===== src/rtl/tt_um_dev_parity_frame_tx.sv =====
// Odd-parity 3-bit frame transmitter (d1, d0, P) fed by a small FIFO.
// Frames go out back-to-back, one bit per clock, in the TinyTapeout tile slot.
module tt_um_dev_parity_frame_tx #(
  parameter int FIFO_DEPTH = 4,
  parameter int CNT_W      = 8
) (
  input  logic       clk,
  input  logic       rst_n,
  input  logic       ena,
  input  logic [7:0] ui_in,
  output logic [7:0] uo_out,
  input  logic [7:0] uio_in,
  output logic [7:0] uio_out,
  output logic [7:0] uio_oe
);

  localparam int AW = (FIFO_DEPTH > 1) ? $clog2(FIFO_DEPTH) : 1;
  localparam logic [AW:0] DEPTH_C = (AW + 1)'(FIFO_DEPTH);

  typedef enum logic [1:0] {
    IDLE = 2'd0,
    B1   = 2'd1,
    B2   = 2'd2,
    B3   = 2'd3
  } txState_t;

  txState_t         state_q, state_d;
  logic [2:0]       fifoMem [FIFO_DEPTH];
  logic [AW-1:0]    wrPtr_q, rdPtr_q;
  logic [AW:0]      count_q, count_d;
  logic [2:0]       frame_q, frame_d;
  logic             txBit_q, txBit_d;
  logic             frameStart_q, frameStart_d;
  logic             busy_q, busy_d;
  logic             fifoFull_q, fifoFull_d;
  logic             fifoEmpty_q, fifoEmpty_d;
  logic             overflow_q, overflow_d;
  logic [CNT_W-1:0] frameCnt_q, frameCnt_d;

  logic       pushReq;
  logic       pushOk;
  logic       popOk;
  logic       fifoIsFull;
  logic [2:0] headEntry;
  logic       unusedBits;

  assign pushReq    = ui_in[2];
  assign fifoIsFull = (count_q == DEPTH_C);
  assign pushOk     = pushReq && !fifoIsFull;
  assign popOk      = ((state_q == IDLE) || (state_q == B3)) && (count_q != '0);
  assign headEntry  = fifoMem[rdPtr_q];
  assign unusedBits = &{1'b0, ena, ui_in[7:4], uio_in};

  // Full/empty judged on pre-edge occupancy, so a same-edge pop never frees room.
  always_comb begin
    count_d = count_q;
    case ({pushOk, popOk})
      2'b10:   count_d = count_q + (AW + 1)'(1);
      2'b01:   count_d = count_q - (AW + 1)'(1);
      default: count_d = count_q;
    endcase
  end

  always_comb begin
    state_d      = state_q;
    frame_d      = frame_q;
    txBit_d      = txBit_q;
    frameStart_d = 1'b0;
    case (state_q)
      IDLE, B3: begin
        if (popOk) begin
          state_d      = B1;
          frame_d      = headEntry;
          txBit_d      = headEntry[1];
          frameStart_d = 1'b1;
        end else begin
          state_d = IDLE;
          txBit_d = 1'b0;
        end
      end
      B1: begin
        state_d = B2;
        txBit_d = frame_q[0];
      end
      B2: begin
        state_d = B3;
        txBit_d = ~(frame_q[1] ^ frame_q[0]) ^ frame_q[2];
      end
      default: begin
        state_d = IDLE;
        txBit_d = 1'b0;
      end
    endcase
    busy_d      = (state_d != IDLE);
    fifoFull_d  = (count_d == DEPTH_C);
    fifoEmpty_d = (count_d == '0);
    overflow_d  = overflow_q || (pushReq && fifoIsFull);
    frameCnt_d  = (state_q == B3) ? frameCnt_q + CNT_W'(1) : frameCnt_q;
  end

  always_ff @(posedge clk) begin
    if (pushOk) begin
      fifoMem[wrPtr_q] <= {ui_in[3], ui_in[1:0]};
    end
  end

  always_ff @(posedge clk or negedge rst_n) begin
    if (!rst_n) begin
      state_q      <= IDLE;
      wrPtr_q      <= '0;
      rdPtr_q      <= '0;
      count_q      <= '0;
      frame_q      <= '0;
      txBit_q      <= 1'b0;
      frameStart_q <= 1'b0;
      busy_q       <= 1'b0;
      fifoFull_q   <= 1'b0;
      fifoEmpty_q  <= 1'b1;
      overflow_q   <= 1'b0;
      frameCnt_q   <= '0;
    end else begin
      state_q      <= state_d;
      wrPtr_q      <= pushOk ? wrPtr_q + AW'(1) : wrPtr_q;
      rdPtr_q      <= popOk ? rdPtr_q + AW'(1) : rdPtr_q;
      count_q      <= count_d;
      frame_q      <= frame_d;
      txBit_q      <= txBit_d;
      frameStart_q <= frameStart_d;
      busy_q       <= busy_d;
      fifoFull_q   <= fifoFull_d;
      fifoEmpty_q  <= fifoEmpty_d;
      overflow_q   <= overflow_d;
      frameCnt_q   <= frameCnt_d;
    end
  end

  assign uo_out  = {2'b00, overflow_q, fifoEmpty_q, fifoFull_q, busy_q, frameStart_q, txBit_q};
  assign uio_out = 8'(frameCnt_q);
  assign uio_oe  = 8'hFF;

endmodule


===== config.mk =====
export PLATFORM = sky130hd
export DESIGN_NAME = tt_um_dev_parity_frame_tx
export DESIGN_NICKNAME = d
export VERILOG_FILES = /design/src/rtl/tt_um_dev_parity_frame_tx.sv
export SDC_FILE = /design/constraint.sdc
export NUM_CORES = 1
export LEC_CHECK = 0
export CAP_MARGIN = 40
export CORE_MARGIN = 5
export CORE_UTILIZATION = 45
export CTS_CLUSTER_DIAMETER = 30
export DETAILED_ROUTE_END_ITERATION = 12
export DONT_BUFFER_PORTS = 1
export MAX_ROUTING_LAYER = met4
export PLACE_DENSITY = 0.59
export SLEW_MARGIN = 5
export SYNTH_ARGS = -nofsm -noshare
export SYNTH_HDL_FRONTEND = slang
export SYNTH_SLANG_ARGS = --single-unit

===== constraint.sdc =====
create_clock -name clk -period 6.23 [get_ports clk]
set_input_delay 0.623 -clock clk [delete_from_list [all_inputs] [get_ports clk]]
set_output_delay 0.623 -clock clk [all_outputs]
set_load 0.05 [all_outputs]

# [Word level (Yosys, flattened, before mapping)]
# Memory sizes are Yosys's and may differ from the RTL's.
# Index checks and enable logic that the tools add are counted.
[classes] add_sub_neg=5 n_eq_ne=7 n_mux=9 bitwise_logic=3 n_reduce_logical=12
[op_table] cell="8-bit by 1-bit adder with 8-bit output, second input constant" count=1
[op_table] cell="2-bit == test, second input constant" count=3
[op_table] cell="3-bit == test, second input constant" count=2
[op_table] cell="1-bit 2-to-1 mux" count=6
[op_table] cell="2-bit case mux with 3 select lines" count=1
[op_table] cell="3-bit case mux with 2 select lines" count=1
[op_table] cell="2-bit by 1-bit adder with 2-bit output, second input constant" count=2
[op_table] cell="2-bit by 1-bit == test with 1-bit output, second input constant" count=2
[op_table] cell="3-bit by 1-bit adder with 3-bit output, second input constant" count=1
[op_table] cell="1-bit logical AND" count=3
[op_table] cell="3-bit zero test" count=1
[op_table] cell="1-bit case mux with 3 select lines" count=1
[op_table] cell="3-bit nonzero test" count=1
[op_table] cell="3-bit by 1-bit subtractor with 3-bit output, second input constant" count=1
[op_table] cell="2-bit zero test" count=1
[op_table] cell="1-bit logical OR" count=2
[op_table] cell="2-bit AND reduction" count=1
[op_table] cell="2-bit nonzero test" count=1
[op_table] cell="2-bit OR reduction" count=1
[op_table] cell="1-bit XOR" count=2
[op_table] cell="1-bit zero test" count=1
[op_table] cell="1-bit inverter" count=1
[totals] regBits=26 ram_bits=12 inputBits=19 output_inout_bits=24 wordCells=49 n_memories=1
[memory_table] name="fifoMem" words=4 word_bits=3 rd=1 rd_clocked_by_memory_dff=0 write_ports=1 line="28" source="logic [2:0] fifoMem [FIFO_DEPTH];"

# [Depth between registers and ports, before layout]
# Gate-level depths: netlist of the first run.
[logic_depth] word_depth=6 depth_mapped=10 mapped_depth_nobuf=10

# [Least setup slack after synthesis of the first run]
# No wires, ideal clock.
[synth_path] kind="reg-to-reg" start="register state_q[0]" end="register count_q[2]" setup_ns=0.127 arrival_time_ns=2.187 t_required_ns=6.103 slack_ns=3.915 path_stages_with_launch=11 path_buffers=0 period_less_slack_ns=2.315 path_cell_list="dfrtp_1 > inv_1 > ha_1 > o31ai_4 > inv_2 > ha_1 > inv_1 > fa_1 > xor2_1 > o21a_1 > or2_2"
[synth_via] elab_chain_len=5 elab_cells_between_ends=7 cone_classes="3 x eq/ne; 1 x mux; 3 x reduce/logical"
[synth_lines] element="from (decl)" line="27" source="txState_t state_q, state_d;"
[synth_lines] element="from (signal assigned)" line="122" source="state_q <= state_d;"
[synth_lines] element="2-bit == test / 2-bit zero test (equally long branches)" line="50" source="assign popOk = ((state_q == IDLE) || (state_q == B3)) && (count_q != '0);"
[synth_lines] element="1-bit logical OR *" line="50"
[synth_lines] element="1-bit logical AND *" line="50"
[synth_lines] element="2-bit by 1-bit == test with 1-bit output / 2-bit == test (equally long branches)" line="57" source="case ({pushOk, popOk})"
[synth_lines] element="3-bit case mux with 2 select lines *" line="57"
[synth_lines] element="named net count_d[2]" line="30" source="logic [AW:0] count_q, count_d;"
[synth_lines] element="to (signal assigned)" line="125" source="count_q <= count_d;"
[synth_lines] element="to (decl)" line="30"
# The timed path passes the listed nets; every way through them passes the cells marked *.
# A chain may end at the register's enable or synchronous reset.

# [Worst setup path after layout of the first run]
# Ends and elaborated chain as after synthesis.

==> metrics.txt, run 1 <==
status finished clean; clock insertion delay at the later pin of the skew report roughly 0.29 ns; Sw Share between 40% and 50%; Mapped Cells 139; Post-CTS Setup Inserts 0; Min Clock Period, post-route between 2 and 3 ns; Post-route DRC 0; CP max FO 7; Combinational Power Share a little over a third; share of post-route cells with drive strength above 1 around 14%; post-route ant nets 0; final setup skew about 0.0057 ns; Finished Layout Cells around 190; Slew headroom roughly three fifths; Int Power between 600 and 700 uW; post-synthesis sequential area ratio a little under three fifths; vias in the first global route 982; Num CTS Buffers 5; Setup CP Type reg2reg; measured slew at the worst slew-check pin about 0.57 ns; placed inst area around 1800 um^2; die width between 70 and 80 um; Hold Slack 0.0216 ns; vias roughly 900; count of cell types in the netlist 36; Final setup violation count 0; Final Hold Vio Count 0; total track usage 11.9%; most common cell in the netlist dfrtp_1; RePlAce Congestion about 0.76; Clock Sinks 38; simple-gate share of the synthesized area roughly a tenth; Die ar. 5380 um^2; largest family of logic cells by synthesized area simple AND/OR/NAND/NOR gates; num rows 23; Pre-antenna DRT Iters 6; P_leak just over 0.0008 uW; YS warnings 0; Die Height roughly 73 um; RSZ-0062 raised after global routing false; top cells by count, synth dfrtp_1 (25), buf_4 (16), nand2_1 (13); root buffer cell clkbuf_8; clock-pin slew on the worst setup and hold paths 0.07 ns; xor/xnor cell area share of the yosys netlist about 6.3%; TritonCTS clock tree built; DR vias/cell between 4 and 5; PortBufs 0; final instance area around 1800 um^2; core area slightly below 4000 um^2; setup TNS 0 ns; dpl ws roughly 3.7 ns; Yosys top cell by area dfrtp_1; clock share of power roughly 14%; Worst R2R Setup Slack approximately 3.7 ns; dpl hpwl ~2000 um; number of flops mapped to enable cells by yosys 12; Worst Path Required around 6.4 ns; Synth Area in Compound Gates around 4.6%; Startpoint Class flip-flop; # resized after CTS 0; post-synthesis mux area share between 5 and 6%; Post-Synth Adder-Cell Area under 10%; Nets between 150 and 200; Worst EP arrival approximately 2.7 ns; max-slew violation count 0; maximum VDD drop between 0.0003 and 0.0004 V; Crit. End Element flip-flop; async set or reset register ratio after synthesis 68.4%; Worst Hold Class in2async; post-synth top area share 34.7%; pin count of the biggest net entering global routing 27; drt total wl 2660 um; # IOs 43; net load switching power a little under 500 uW; fmax between 0.3 and 0.4 GHz; top_reg_cell synth dfrtp_1; Synth area leaders dfrtp_1 (35%), edfxtp_1 (20%), buf_4 (6.7%), ha_1 (6.2%), xnor2_1 (3.9%); initial antenna violation count 0; Avg WL per Cell approximately 14 um; hold buffers post-CTS 0; grt total ovfl 0; H-tree depth 2; dpl cells 180; fill count 362; CTS max path bufs 2; #FFs+latches synth 38; synthesized area between 1500 and 2000 um^2; sequential power share roughly 50%; DRT iter0 DRCs 37; final worst slack between 3 and 4 ns; Initial Util between 40% and 50%; Area growth, synth to finish 2.29%; pwr/cell area between 600 and 700 nW/um^2; Avg Cell Area, Syn roughly 13 um^2; crit share post-route between 40% and 50%; # diodes 0; first-pass GRT wire length 4570 um; MaxCap Viol Count 0
## layer usage
layer  vias to the layer above  wire length [um]  track usage (%)
met5                         -                 0                -
met4                         0                77             7.24
met3                         7               204             4.10
met2                        25              1330             18.2
met1                       456              1040             13.5
li1                        431                 -                -
## placed cells by master, fill, tap and decap left out, types with 3 or more instances in the layout
cell / Yosys / routed
xor2_1: 5 / 5
conb_1: 2 / 10
ha_1: 9 / 9
clkbuf_1: 0 / 3
edfxtp_1: 12 / 12
dfrtp_1: 25 / 25
nor3_1: 3 / 3
and2_1: 4 / 4
clkbuf_8: 0 / 5
inv_1: 9 / 9
xnor2_1: 8 / 8
nand4_1: 3 / 3
mux4_2: 3 / 3
nand2_1: 13 / 13
## critical path, cell delays in order, from the launching register on
cell and delay, ns:
dfrtp_1 0.38, inv_1 0.05, ha_1 0.38, o31ai_4 0.13, inv_2 0.15, ha_1 0.20
inv_1 0.06, fa_1 0.38, xor2_1 0.16, o21a_1 0.20, or2_2 0.29
## state kept, by name, indices dropped and copies added, names as in the netlist
name          cells
frameStart_q      1
busy_q            1
overflow_q        1
count_q           3
fifoFull_q        1
fifoMem          12
wrPtr_q           2
rdPtr_q           2
frame_q           3
fifoEmpty_q       1
txBit_q           1
state_q           2
uio_out           8
## path summary, 6_finish.rpt
path                       startpoint             to  cells after the start
setup / recovery           state_q[0]     count_q[2]                     10
max in group asynchronous       rst_n    fifoEmpty_q                      0
setup reg to reg           state_q[0]     count_q[2]                     10
hold / removal                  rst_n     uio_out[4]                      0
hold reg to reg            frame_q[1]     frame_q[1]                      2
min in group clk             ui_in[3]  fifoMem[0][2]                      0
## logic make-up (layout without fill, tap and decap cells)
group                      Yosys count  in the layout
AOI/OAI and AO/OA                    8              8
xor gates and xnor gates            13             13
muxes                                6              6
adders and majority gates           10             10
buffers and inverters               27             18
other                                2             10
and+or+nand+nor                     35             35
DFF                                 38             38
## final cells by class
cell class	instances	area (um^2)	share of cell area [%]
inverter	10	37.5	2.03
multi-input combinational	82	653	35.4
tap	50	62.6	3.39
sequential	38	1010	54.8
clock buffer	8	80.1	4.34
## stage by stage
stage / power [uW] / utilization (%)
6_report: 1120 / 46.8
5_1_grt: 1210 / 46.8
4_1_cts: 1130 / 46.8
3_5_place_dp: 970 / 44.8
3_3_place_gp: 944 / 44.8
2_1_floorplan: 910 / -
## power groups by stage
stage / registers, uW / logic (uW) / clock network (uW)
3_5_place_dp: 564 / 406 / 0
2_1_floorplan: 488 / 422 / 0
3_3_place_gp: 560 / 384 / 0
6_report: 557 / 399 / 160
5_1_grt: 572 / 458 / 176
4_1_cts: 560 / 407 / 165
Note: power is estimated with default switching activity, not from simulation.
==> inputs of run 2 (changes only) <==
Settings changed: ABC_AREA from default to 1, PLACE_DENSITY 0.59 to 0.61.
Clock period 6.23 ns to 2.3 ns, I/O delays scaled along.
==> metrics.txt, run 2 <==
H-tree depth 2; core area between 4000 and 5000 um^2; Initial Util 46.8%; Avg Cell Area, Syn around 9.5 um^2; met2 WL roughly 1600 um; pwr/cell area ~1600 nW/um^2; share of post-route cells with drive strength above 1 a little under an eighth; Final setup violation count 0; initial antenna violation count 0; metal1 wirelength roughly 1300 um; Critical Path Start state_q[0]; vias roughly 1200; Clock Sinks 38; post-synthesis sequential area ratio about 53%; #FFs+latches synth 38; Finished Layout Cells around 250; Pre-antenna DRT Iters 4; top cells by count, synth nand2_1 (40), inv_1 (38), dfrtp_1 (25); # IOs 43; Area growth, synth to finish 6.85%; commonest cells after routing, fill and taps aside nand2_1 (40), inv_1 (38), dfrtp_1 (25); YS warnings 0; drt total wl ~3200 um; first-pass GRT wire length 5300 um; post-route ant nets 0; count of cell types in the netlist 28; Int Power about 1800 uW; largest family of logic cells by synthesized area simple AND/OR/NAND/NOR gates; total chip power between 3000 and 4000 uW; post-synthesis mux area share 0.593%; max reg flops 12; Crit. End Element flip-flop; Sw Share 46.7%; root buffer cell clkbuf_8; hold_sp ui_in[0]; net load switching power between 1500 and 2000 uW; CP max stage cell fa_1; Die ar. roughly 5600 um^2; top_reg_cell synth dfrtp_1; RSZ-0062 raised after global routing false; number of flops mapped to enable cells by yosys 12; Yosys top cell by area dfrtp_1; setup TNS 0 ns; post-synth top area share 32.9%; wire length on met3 ~230 um; Setup CP Type reg2reg; Worst EP arrival about 2.3 ns; Slew headroom between 60% and 70%; simple-gate share of the synthesized area between 10% and 20%; Finished Core Util 50.0%; Nets roughly 230; CP max stage delay between 0.4 and 0.5 ns; Worst R2R Setup Slack ~0.19 ns; Worst Path Required 2.47 ns; Top reg by flops fifoMem; CTS max path bufs 2; clock-pin slew on the worst setup and hold paths about 0.07 ns; sequential power share between 40 and 50%; die width roughly 75 um; MaxCap Viol Count 0; Startpoint Class flip-flop; total track usage about an eighth; crit share post-route 91.6%; Num CTS Buffers 5; CP max FO 4; Worst Hold Class in2reg; Top Layer Used met4; Combinational Power Share between 30% and 40%; maximum VDD drop around 0.00054 V; fmax 0.475 GHz; TritonCTS clock tree built; final setup skew between 0.006 and 0.007 ns; Post-route DRC 0; DRT iter0 DRCs 48; num rows 23; status finished clean; fill count roughly 380; Hold Slack 0.0286 ns; async set or reset register ratio after synthesis about two thirds; P_leak a little under 0.001 uW; Mapped Cells 200; Synth Area in Compound Gates about 2.8%; Die Height between 70 and 80 um; commonest non-fill, non-tap cell in the layout nand2_1; Post-Synth Adder-Cell Area under 10%; dpl hpwl around 2300 um; # diodes 0; synthesized area 1900 um^2; pin count of the biggest net entering global routing 27; Synth area leaders dfrtp_1 (33%), edfxtp_1 (19%), nand2_1 (7.9%), inv_1 (7.5%), buf_4 (6.3%); clock share of power 17.0%; most common cell in the netlist nand2_1; dpl cells approximately 240; xor/xnor cell area share of the yosys netlist 2.77%; clock insertion delay at the later pin of the skew report roughly 0.29 ns; RePlAce Congestion roughly 0.8; DR vias/cell around 4.6; PortBufs 0; Min Clock Period, post-route between 2 and 2.5 ns; Final Hold Vio Count 0; measured slew at the worst slew-check pin 0.575 ns; Reg-to-Reg Start state_q[0]; vias in the first global route about 1200; max-slew violation count 0; Avg WL per Cell 12.5 um; crit-path cells inv_1, ha_1, nand2_2, clkinv_4, ha_1, inv_1, fa_1, nand2_1, o21ai_2, nand3_1, a21oi_1; grt total ovfl 0
## run 2: layout make-up
cell class                      instances  area (um^2)  area share, %
Clock buffer                            6         72.6           3.58
Clock inverter                          2         37.5           1.85
Inverter                               40          155           7.64
Multi-Input combinational cell        113          637           31.4
Sequential cell                        38         1010           49.9
Tap cell                               50         62.6           3.08
Timing Repair Buffer                    5         52.6           2.59
## run 2: per-stage QoR
step / setup WS [ns] / area, um^2
final: 0.193 / 2030
after floorplan: 0.284 / 1930
after global placement: 0.192 / 1880
after detailed placement: 0.105 / 1880
after CTS: 0.0738 / 2020
after global routing: 0.0517 / 2030
## run 2: kinds of logic (layout without fill, tap and decap cells)
logic type | after synthesis | count (layout)
flops | 38 | 38
fa+ha+maj | 10 | 10
simple gates | 76 | 76
mux | 1 | 1
buf+inv | 57 | 53
xor+xnor | 6 | 6
other cells | 2 | 10
compound gates | 10 | 10
## run 2: critical path: cells and delay by family (launching register included)
kind / cells / cell delay, ns
compound gates: 2 / 0.11
simple gates: 3 / 0.34
fa+ha+maj: 3 / 0.94
buf+inv: 3 / 0.21
flops: 1 / 0.38
## run 2: final timing paths
kind                                 endpoint  cells after the start
worst max-delay path               fifoFull_q                     11
worst min-delay path            fifoMem[3][0]                      0
min in group asynchronous          uio_out[6]                      2
max in group asynchronous         fifoEmpty_q                      2
worst max register to register     fifoFull_q                     11
worst min register to register     frame_q[2]                      2
## run 2: layer usage
layer	vias to the layer above	global-route usage (%)
met1	544	13.4
li1	591	-
met3	7	5.34
met4	0	6.52
met5	-	-
met2	30	22.4
## run 2: repair_timing
action	4_1_cts	5_1_grt
setup endpoints to repair	0	2
resized for setup	0	2
hold endpoints to repair	26	0
setup buffers	0	1
hold buffers	2	0
## run 2: power groups by stage
stage	Sequential, uW	Clock, uW	Combinational [uW]
2_1_floorplan	1290	0	1180
3_3_place_gp	1450	0	1140
3_5_place_dp	1470	0	1220
4_1_cts	1450	579	1240
5_1_grt	1490	610	1490
6_report	1450	557	1270
